**src/rtl/i2c_arb_pkg.sv**
```systemverilog
// rtl/i2c_arb_pkg.sv - shared types and constants for the i2c request arbiter
package i2c_arb_pkg;

    typedef enum logic [2:0] {
        IDLE,
        ISSUE,
        WAIT_DONE,
        RESP,
        RECOVER
    } arb_state_e;

    localparam int   RST_CYC_DEF = 4;

    localparam logic OP_WR = 1'b0;
    localparam logic OP_RD = 1'b1;

endpackage

```
**src/rtl/i2c_req_arbiter_if.sv**
```systemverilog
// rtl/i2c_req_arbiter_if.sv - signal bundle between the arbiter and the shared i2c master
interface i2c_req_arbiter_if;

    logic       m_newd;
    logic       m_op;
    logic [6:0] m_addr;
    logic [7:0] m_din;
    logic       m_rst;
    logic [7:0] m_dout;
    logic       m_busy;
    logic       m_ack_err;
    logic       m_done;

    // arbiter side
    modport master (
        output m_newd, m_op, m_addr, m_din, m_rst,
        input  m_dout, m_busy, m_ack_err, m_done
    );

    // i2c master side
    modport slave (
        input  m_newd, m_op, m_addr, m_din, m_rst,
        output m_dout, m_busy, m_ack_err, m_done
    );

endinterface

```
**src/rtl/i2c_rr_pick.sv**
```systemverilog
// rtl/i2c_rr_pick.sv - combinational round-robin picker starting after the last grant
module i2c_rr_pick #(
    parameter int NREQ = 2,
    parameter int IW   = 1
) (
    input  logic [NREQ-1:0] req,
    input  logic [IW-1:0]   last,
    output logic [NREQ-1:0] gnt,
    output logic [IW-1:0]   idx,
    output logic            any
);

    logic [IW-1:0] pos;

    always_comb begin
        gnt = '0;
        idx = '0;
        any = 1'b0;
        pos = '0;
        // Search last+1 .. last+NREQ, so the previous winner is checked last.
        for (int k = 1; k <= NREQ; k++) begin
            pos = IW'((int'(last) + k) % NREQ);
            if (!any && req[pos]) begin
                any      = 1'b1;
                gnt[pos] = 1'b1;
                idx      = pos;
            end
        end
    end

endmodule

```
**src/rtl/i2c_req_arbiter.sv**
```systemverilog
// rtl/i2c_req_arbiter.sv - round-robin sharing of one i2c master with a per-transaction watchdog
module i2c_req_arbiter
    import i2c_arb_pkg::*;
#(
    parameter int NREQ        = 2,
    parameter int TIMEOUT_CYC = 65535,
    parameter int RST_CYC     = RST_CYC_DEF
) (
    input  logic                 clk,
    input  logic                 rst,
    input  logic [NREQ-1:0]      req_newd,
    input  logic [NREQ-1:0]      req_op,
    input  logic [7*NREQ-1:0]    req_addr,
    input  logic [8*NREQ-1:0]    req_din,
    output logic [NREQ-1:0]      req_gnt,
    output logic [NREQ-1:0]      req_done,
    output logic                 req_err,
    output logic                 req_timeout,
    output logic [7:0]           rdata,
    i2c_req_arbiter_if.master    mbus
);

    localparam int IW = (NREQ > 1) ? $clog2(NREQ) : 1;
    localparam int CW = $clog2(TIMEOUT_CYC + 1);
    localparam int RW = (RST_CYC > 1) ? $clog2(RST_CYC + 1) : 1;

    arb_state_e      state, state_n;
    logic [IW-1:0]   last_grant;
    logic [NREQ-1:0] pick_gnt;
    logic [IW-1:0]   pick_idx;
    logic            pick_any;
    logic [CW-1:0]   cnt;
    logic [RW-1:0]   rcnt;
    logic            op_q;
    logic [6:0]      addr_q;
    logic [7:0]      din_q;
    logic            err_q;
    logic            start;
    logic            wd_expire;
    logic            rec_last;
    logic            in_xfer;

    i2c_rr_pick #(
        .NREQ (NREQ),
        .IW   (IW)
    ) u_pick (
        .req  (req_newd),
        .last (last_grant),
        .gnt  (pick_gnt),
        .idx  (pick_idx),
        .any  (pick_any)
    );

    assign wd_expire = (cnt == CW'(TIMEOUT_CYC - 1));
    assign rec_last  = (rcnt == RW'(RST_CYC - 1));
    assign in_xfer   = (state == ISSUE) || (state == WAIT_DONE);

    always_ff @(posedge clk) begin
        if (rst) begin
            state <= IDLE;
        end else begin
            state <= state_n;
        end
    end

    always_comb begin
        state_n = state;
        start   = 1'b0;
        case (state)
            IDLE: begin
                if (!mbus.m_busy && pick_any) begin
                    start   = 1'b1;
                    state_n = ISSUE;
                end
            end
            ISSUE: begin
                if (wd_expire) begin
                    state_n = RECOVER;
                end else if (mbus.m_busy) begin
                    state_n = WAIT_DONE;
                end
            end
            WAIT_DONE: begin
                // A done arriving on the expiry cycle still counts as a normal completion.
                if (mbus.m_done) begin
                    state_n = RESP;
                end else if (wd_expire) begin
                    state_n = RECOVER;
                end
            end
            RESP: begin
                state_n = IDLE;
            end
            RECOVER: begin
                if (rec_last) begin
                    state_n = IDLE;
                end
            end
            default: begin
                state_n = IDLE;
            end
        endcase
    end

    always_ff @(posedge clk) begin
        if (rst) begin
            last_grant <= IW'(NREQ - 1);
            req_gnt    <= '0;
            op_q       <= OP_WR;
            addr_q     <= '0;
            din_q      <= '0;
            cnt        <= '0;
            rcnt       <= '0;
            rdata      <= '0;
            err_q      <= 1'b0;
        end else begin
            if (start) begin
                req_gnt    <= pick_gnt;
                last_grant <= pick_idx;
                op_q       <= req_op[pick_idx];
                addr_q     <= req_addr[7*pick_idx +: 7];
                din_q      <= req_din[8*pick_idx +: 8];
                cnt        <= '0;
            end else if (in_xfer && cnt != CW'(TIMEOUT_CYC)) begin
                cnt <= cnt + CW'(1);
            end

            if (state == WAIT_DONE && mbus.m_done) begin
                err_q <= mbus.m_ack_err;
                if (op_q == OP_RD) begin
                    rdata <= mbus.m_dout;
                end
            end

            if (state == RECOVER) begin
                rcnt <= rcnt + RW'(1);
            end else begin
                rcnt <= '0;
            end

            if (state == RESP || (state == RECOVER && rec_last)) begin
                req_gnt <= '0;
            end
        end
    end

    // Completion strobes are suppressed while rst is high so an aborted owner sees nothing.
    assign req_done    = (!rst && (state == RESP || (state == RECOVER && rec_last))) ? req_gnt : '0;
    assign req_err     = !rst && (state == RESP) && err_q;
    assign req_timeout = !rst && (state == RECOVER) && rec_last;

    assign mbus.m_newd = !rst && (state == ISSUE);
    assign mbus.m_op   = op_q;
    assign mbus.m_addr = addr_q;
    assign mbus.m_din  = din_q;
    assign mbus.m_rst  = rst || (state == RECOVER);

endmodule
```
**src/flat_wrapper.sv**
```systemverilog
// flat-port wrapper written by rule: the top's interface ports become plain ports
module i2c_req_arbiter_flat import i2c_arb_pkg::*;
#(
    parameter int NREQ        = 2,
    parameter int TIMEOUT_CYC = 65535,
    parameter int RST_CYC     = RST_CYC_DEF
)
  (clk, rst, req_newd, req_op, req_addr, req_din, req_gnt, req_done, req_err, req_timeout, rdata, mbus_m_newd, mbus_m_op, mbus_m_addr, mbus_m_din, mbus_m_rst, mbus_m_dout, mbus_m_busy, mbus_m_ack_err, mbus_m_done);
  i2c_req_arbiter_if mbus_i ();
  input  logic clk;
  input  logic rst;
  input  logic [NREQ-1:0] req_newd;
  input  logic [NREQ-1:0] req_op;
  input  logic [7*NREQ-1:0] req_addr;
  input  logic [8*NREQ-1:0] req_din;
  output logic [NREQ-1:0] req_gnt;
  output logic [NREQ-1:0] req_done;
  output logic req_err;
  output logic req_timeout;
  output logic [7:0] rdata;
  output wire logic [$bits(mbus_i.m_newd)-1:0] mbus_m_newd;
  output wire logic [$bits(mbus_i.m_op)-1:0] mbus_m_op;
  output wire logic [$bits(mbus_i.m_addr)-1:0] mbus_m_addr;
  output wire logic [$bits(mbus_i.m_din)-1:0] mbus_m_din;
  output wire logic [$bits(mbus_i.m_rst)-1:0] mbus_m_rst;
  input wire logic [$bits(mbus_i.m_dout)-1:0] mbus_m_dout;
  input wire logic [$bits(mbus_i.m_busy)-1:0] mbus_m_busy;
  input wire logic [$bits(mbus_i.m_ack_err)-1:0] mbus_m_ack_err;
  input wire logic [$bits(mbus_i.m_done)-1:0] mbus_m_done;
  assign mbus_m_newd = mbus_i.m_newd;
  assign mbus_m_op = mbus_i.m_op;
  assign mbus_m_addr = mbus_i.m_addr;
  assign mbus_m_din = mbus_i.m_din;
  assign mbus_m_rst = mbus_i.m_rst;
  assign mbus_i.m_dout = mbus_m_dout;
  assign mbus_i.m_busy = mbus_m_busy;
  assign mbus_i.m_ack_err = mbus_m_ack_err;
  assign mbus_i.m_done = mbus_m_done;
  i2c_req_arbiter #(.NREQ(NREQ), .TIMEOUT_CYC(TIMEOUT_CYC), .RST_CYC(RST_CYC)) u_core (.clk(clk), .rst(rst), .req_newd(req_newd), .req_op(req_op), .req_addr(req_addr), .req_din(req_din), .req_gnt(req_gnt), .req_done(req_done), .req_err(req_err), .req_timeout(req_timeout), .rdata(rdata), .mbus(mbus_i));
endmodule
```
**config.mk**
```make
export PLATFORM = sky130hd
export DESIGN_NAME = i2c_req_arbiter_flat
export DESIGN_NICKNAME = d
export VERILOG_FILES = /design/src/rtl/i2c_arb_pkg.sv /design/src/rtl/i2c_req_arbiter_if.sv /design/src/rtl/i2c_rr_pick.sv /design/src/rtl/i2c_req_arbiter.sv /design/src/flat_wrapper.sv
export SDC_FILE = /design/constraint.sdc
export NUM_CORES = 1
export LEC_CHECK = 0
export ABC_CLOCK_PERIOD_IN_PS = 2000
export CAP_MARGIN = 25
export CORE_UTILIZATION = 62
export DETAILED_ROUTE_END_ITERATION = 10
export DONT_BUFFER_PORTS = 1
export PLACE_DENSITY = 0.78
export SLEW_MARGIN = 20
export SYNTH_ARGS = -nofsm -noshare
export SYNTH_HDL_FRONTEND = slang
export SYNTH_SLANG_ARGS = --single-unit
```
**constraint.sdc**
```tcl
create_clock -name clk -period 2 [get_ports clk]
set_clock_uncertainty 0.05 [all_clocks]
set_input_delay 0.3 -clock clk [delete_from_list [all_inputs] [get_ports clk]]
set_output_delay 0.3 -clock clk [all_outputs]
set_load 0.1 [all_outputs]
```
==> impl_metrics.env <==
export IMPL_fmax_mhz=505
export IMPL_synth_common_cells="dfxtp_1, nor2_1, a21oi_1, nand2_1, mux2i_1"
export IMPL_cts_tree="built"
export IMPL_worstSkewPairLatency_ns=0.31
export IMPL_vias=2402
export IMPL_wl_per_cell_um=17.4
export IMPL_synthCells=291
export IMPL_synth_seq_cells=50
export IMPL_cts_sinks=50
export IMPL_relSlewSlack_pct=61.0
export IMPL_ios=79
export IMPL_ant_nets=0
export IMPL_grt_usage_pct=28.7
export IMPL_fin_nets=378
export IMPL_viasPerCell=6.41
export IMPL_hold_viol=0
export IMPL_overflow=0
export IMPL_finalWeightedCongestion=0.818
export IMPL_yosys_most_used_dff="dfxtp_1"
export IMPL_drc=0
export IMPL_final_period_utilization_pct=98.9
export IMPL_slew_violations=0
export IMPL_yosys_top_cells_area="dfxtp_1, mux2i_1, a21oi_1"
export IMPL_leakage_nw=1.14
export IMPL_yosys_warnings=0
export IMPL_post_dp_hpwl_um=4160
export IMPL_place_ws_ns=0.190
export IMPL_die_w_um=65.6
export IMPL_start_util_pct=66.5
export IMPL_cap_viol_max_count=0
export IMPL_design_area_mm2=0.00310
export IMPL_cts_root_buf="clkbuf_8"
export IMPL_cp_start_kind="register"
export IMPL_worstMarginPinSlew_ns=0.583
export IMPL_crit_type="reg2out"
export IMPL_status="completed"
export IMPL_worst_path_largest_cell_delay_ns=0.35
export IMPL_worstSetupEndpointType="primary output"
export IMPL_arrival_ns=1.63
export IMPL_synth_cell_type_count=45
export IMPL_syn_area_mm2=0.00251
export IMPL_r2r_slack_ns=0.14
export IMPL_yosysSeqAreaShare_pct=39.9
export IMPL_drt_iter0_drc=229
export IMPL_fp_dieH_um=65.6
export IMPL_power_density_mw_per_mm2=802
export IMPL_cp_num_buf_inv=1
export IMPL_io_buffers=0
export IMPL_synth_fp_nets=342
export IMPL_num_rows=22
export IMPL_cp_top_family="flip-flops"
export IMPL_routed_wl_um=6510
export IMPL_core_area_mm2=0.00377
export IMPL_dr_pass1_iters=5
export IMPL_drive_gt1_share_pct=22.3
export IMPL_antenna_cells=0
export IMPL_dpl_instance_area_mm2=0.00288
export IMPL_ir_drop_mv=0.727
export IMPL_grt_first_pass_wirelength_um=9380
export IMPL_die_area_mm2=0.00430
export IMPL_setup_viol=0
export IMPL_area_delta_synth_final_pct=23.7
export IMPL_slowest_stage="dfxtp_2"
export IMPL_synth_area_per_cell_um2=8.62
export IMPL_antenna_found_initial=0
export IMPL_whs_ns=0.00506
export IMPL_clockBufferDepth=2
export IMPL_cts_reportedPaths_clkPinSlew_ns=0.09
export IMPL_crit_chain="ha_4, ha_4, a32o_2, and3_4, buf_12"
export IMPL_ctsHtreeMaxLevel=2
export IMPL_crit_fanout=4
export IMPL_fin_ws_ns=0.0211
export IMPL_synth_edf_count=0
export IMPL_grt_pass1_vias=2097
export IMPL_yosysTopAreaCell="dfxtp_1"
export IMPL_cpMostUsedCell="ha_4"
export IMPL_crit_required_ns=1.65
export IMPL_synth_top_cell_area_share_pct=39.9
export IMPL_grt_max_degree=23
export IMPL_synth_most_common_cell="dfxtp_1"
export IMPL_cts_buffers=5
export IMPL_hp_class="in2reg"
export IMPL_period_needed_ns=1.98
export IMPL_ys_async_sr_fraction_pct=0
-- layout by cell type (no fill, tap or decap), types with 2 or more instances in the layout --
cell            n
o31ai_1         8
a21oi_1        25
buf_4          40
or3_1           5
ha_4            2
and3_4          2
nor2_1         26
and2_1          3
nand4_1         7
nand3_1        15
dfxtp_2         2
or4_1           8
nand2b_1        5
dfxtp_1        46
o21a_1          2
and3_1          3
buf_12          5
inv_1           5
o21ai_0         5
dlygate4sd3_1   5
o41ai_1         2
ha_1            2
clkbuf_8        5
nor3_1          4
nand2_1        22
nor4_1          3
nor2b_1         2
nor3b_1         2
dfxtp_4         2
mux2i_1        19
a211oi_1       16
and4_1          5
-- final timing paths --
kind	start	endpoint	depth (start not counted)
max	u_core.rcnt[0]	req_done[1]	5
min	rst	u_core.mbus.m_addr[2]	1
max reg2reg	u_core.state[2]	u_core.last_grant	5
min reg2reg	u_core.rdata[6]	u_core.rdata[6]	2
-- worst reg2reg max path, cell delays in order (launching register included) --
cell	delay (ns)
dfxtp_2	0.35
buf_4	0.17
nor3_1	0.39
nand2_1	0.20
nor3b_1	0.43
o21ai_0	0.15
-- power breakdown --
group,switching [W],internal (W),leakage [nW]
Clock,0.000335,0.000368,0.0542
Sequential,0.0000390,0.00105,0.409
Combinational,0.000521,0.000178,0.679
Total,0.000895,0.00159,1.14
-- layer usage --
layer | GRT usage [%] | vias to the layer above | part of all wire (%)
met5 | 0 | - | 0
met4 | 12.5 | 0 | 1.6
met3 | 7.47 | 11 | 6.9
met2 | 47.3 | 104 | 50
met1 | 34.9 | 1137 | 41
li1 | - | 1150 | -
-- through the flow --
step | utilization [%] | total power, W | setup TNS, ns | instances
after floorplan | - | 0.00166 | -0.199 | 291
after global placement | 76.3 | 0.00176 | 0 | 359
after detailed placement | 76.3 | 0.00178 | 0 | 359
final | 82.3 | 0.00249 | 0 | 375
after global routing | 82.3 | 0.00258 | -0.0225 | 375
after CTS | 80.4 | 0.00247 | -0.0411 | 369
-- cell type report --
type / instances / area [um2]
well taps: 48 / 60.1
fillers: 224 / 667
inverters: 5 / 18.8
clock inverters: 2 / 38.8
clock buffers: 5 / 68.8
flip-flops and latches: 50 / 1010
multi-input cells: 214 / 1450
repair buffers: 51 / 455
-- cells by family after synthesis --
logic type | synth area share (%)
and+or+nand+nor | 26.7
AOI/OAI and AO/OA | 17.7
DFF | 39.9
buffers and inverters | 5.09
muxes | 7.58
adders and majority gates | 2.00
xor gates and xnor gates | 0.998
-- state kept, by name (all words and copies together), names as in the netlist --
signal and count:
u_core.mbus.m_op 1, u_core.state 3, u_core.err_q 1, u_core.cnt 16, u_core.last_grant 1, u_core.rcnt 3, u_core.mbus.m_addr 7, u_core.rdata 8
u_core.mbus.m_din 8, u_core.req_gnt 2
-- what timing repair did --
item                                   4_1_cts  5_1_grt
resized for setup                            5        7
hold buffers                                 3        2
setup endpoints to repair                    2        4
gates cloned                                 0        0
pin swaps                                    2        3
buffers inserted                             0        4
endpoints found under the hold margin       13        8
Note: power is estimated with default switching activity, not from simulation.
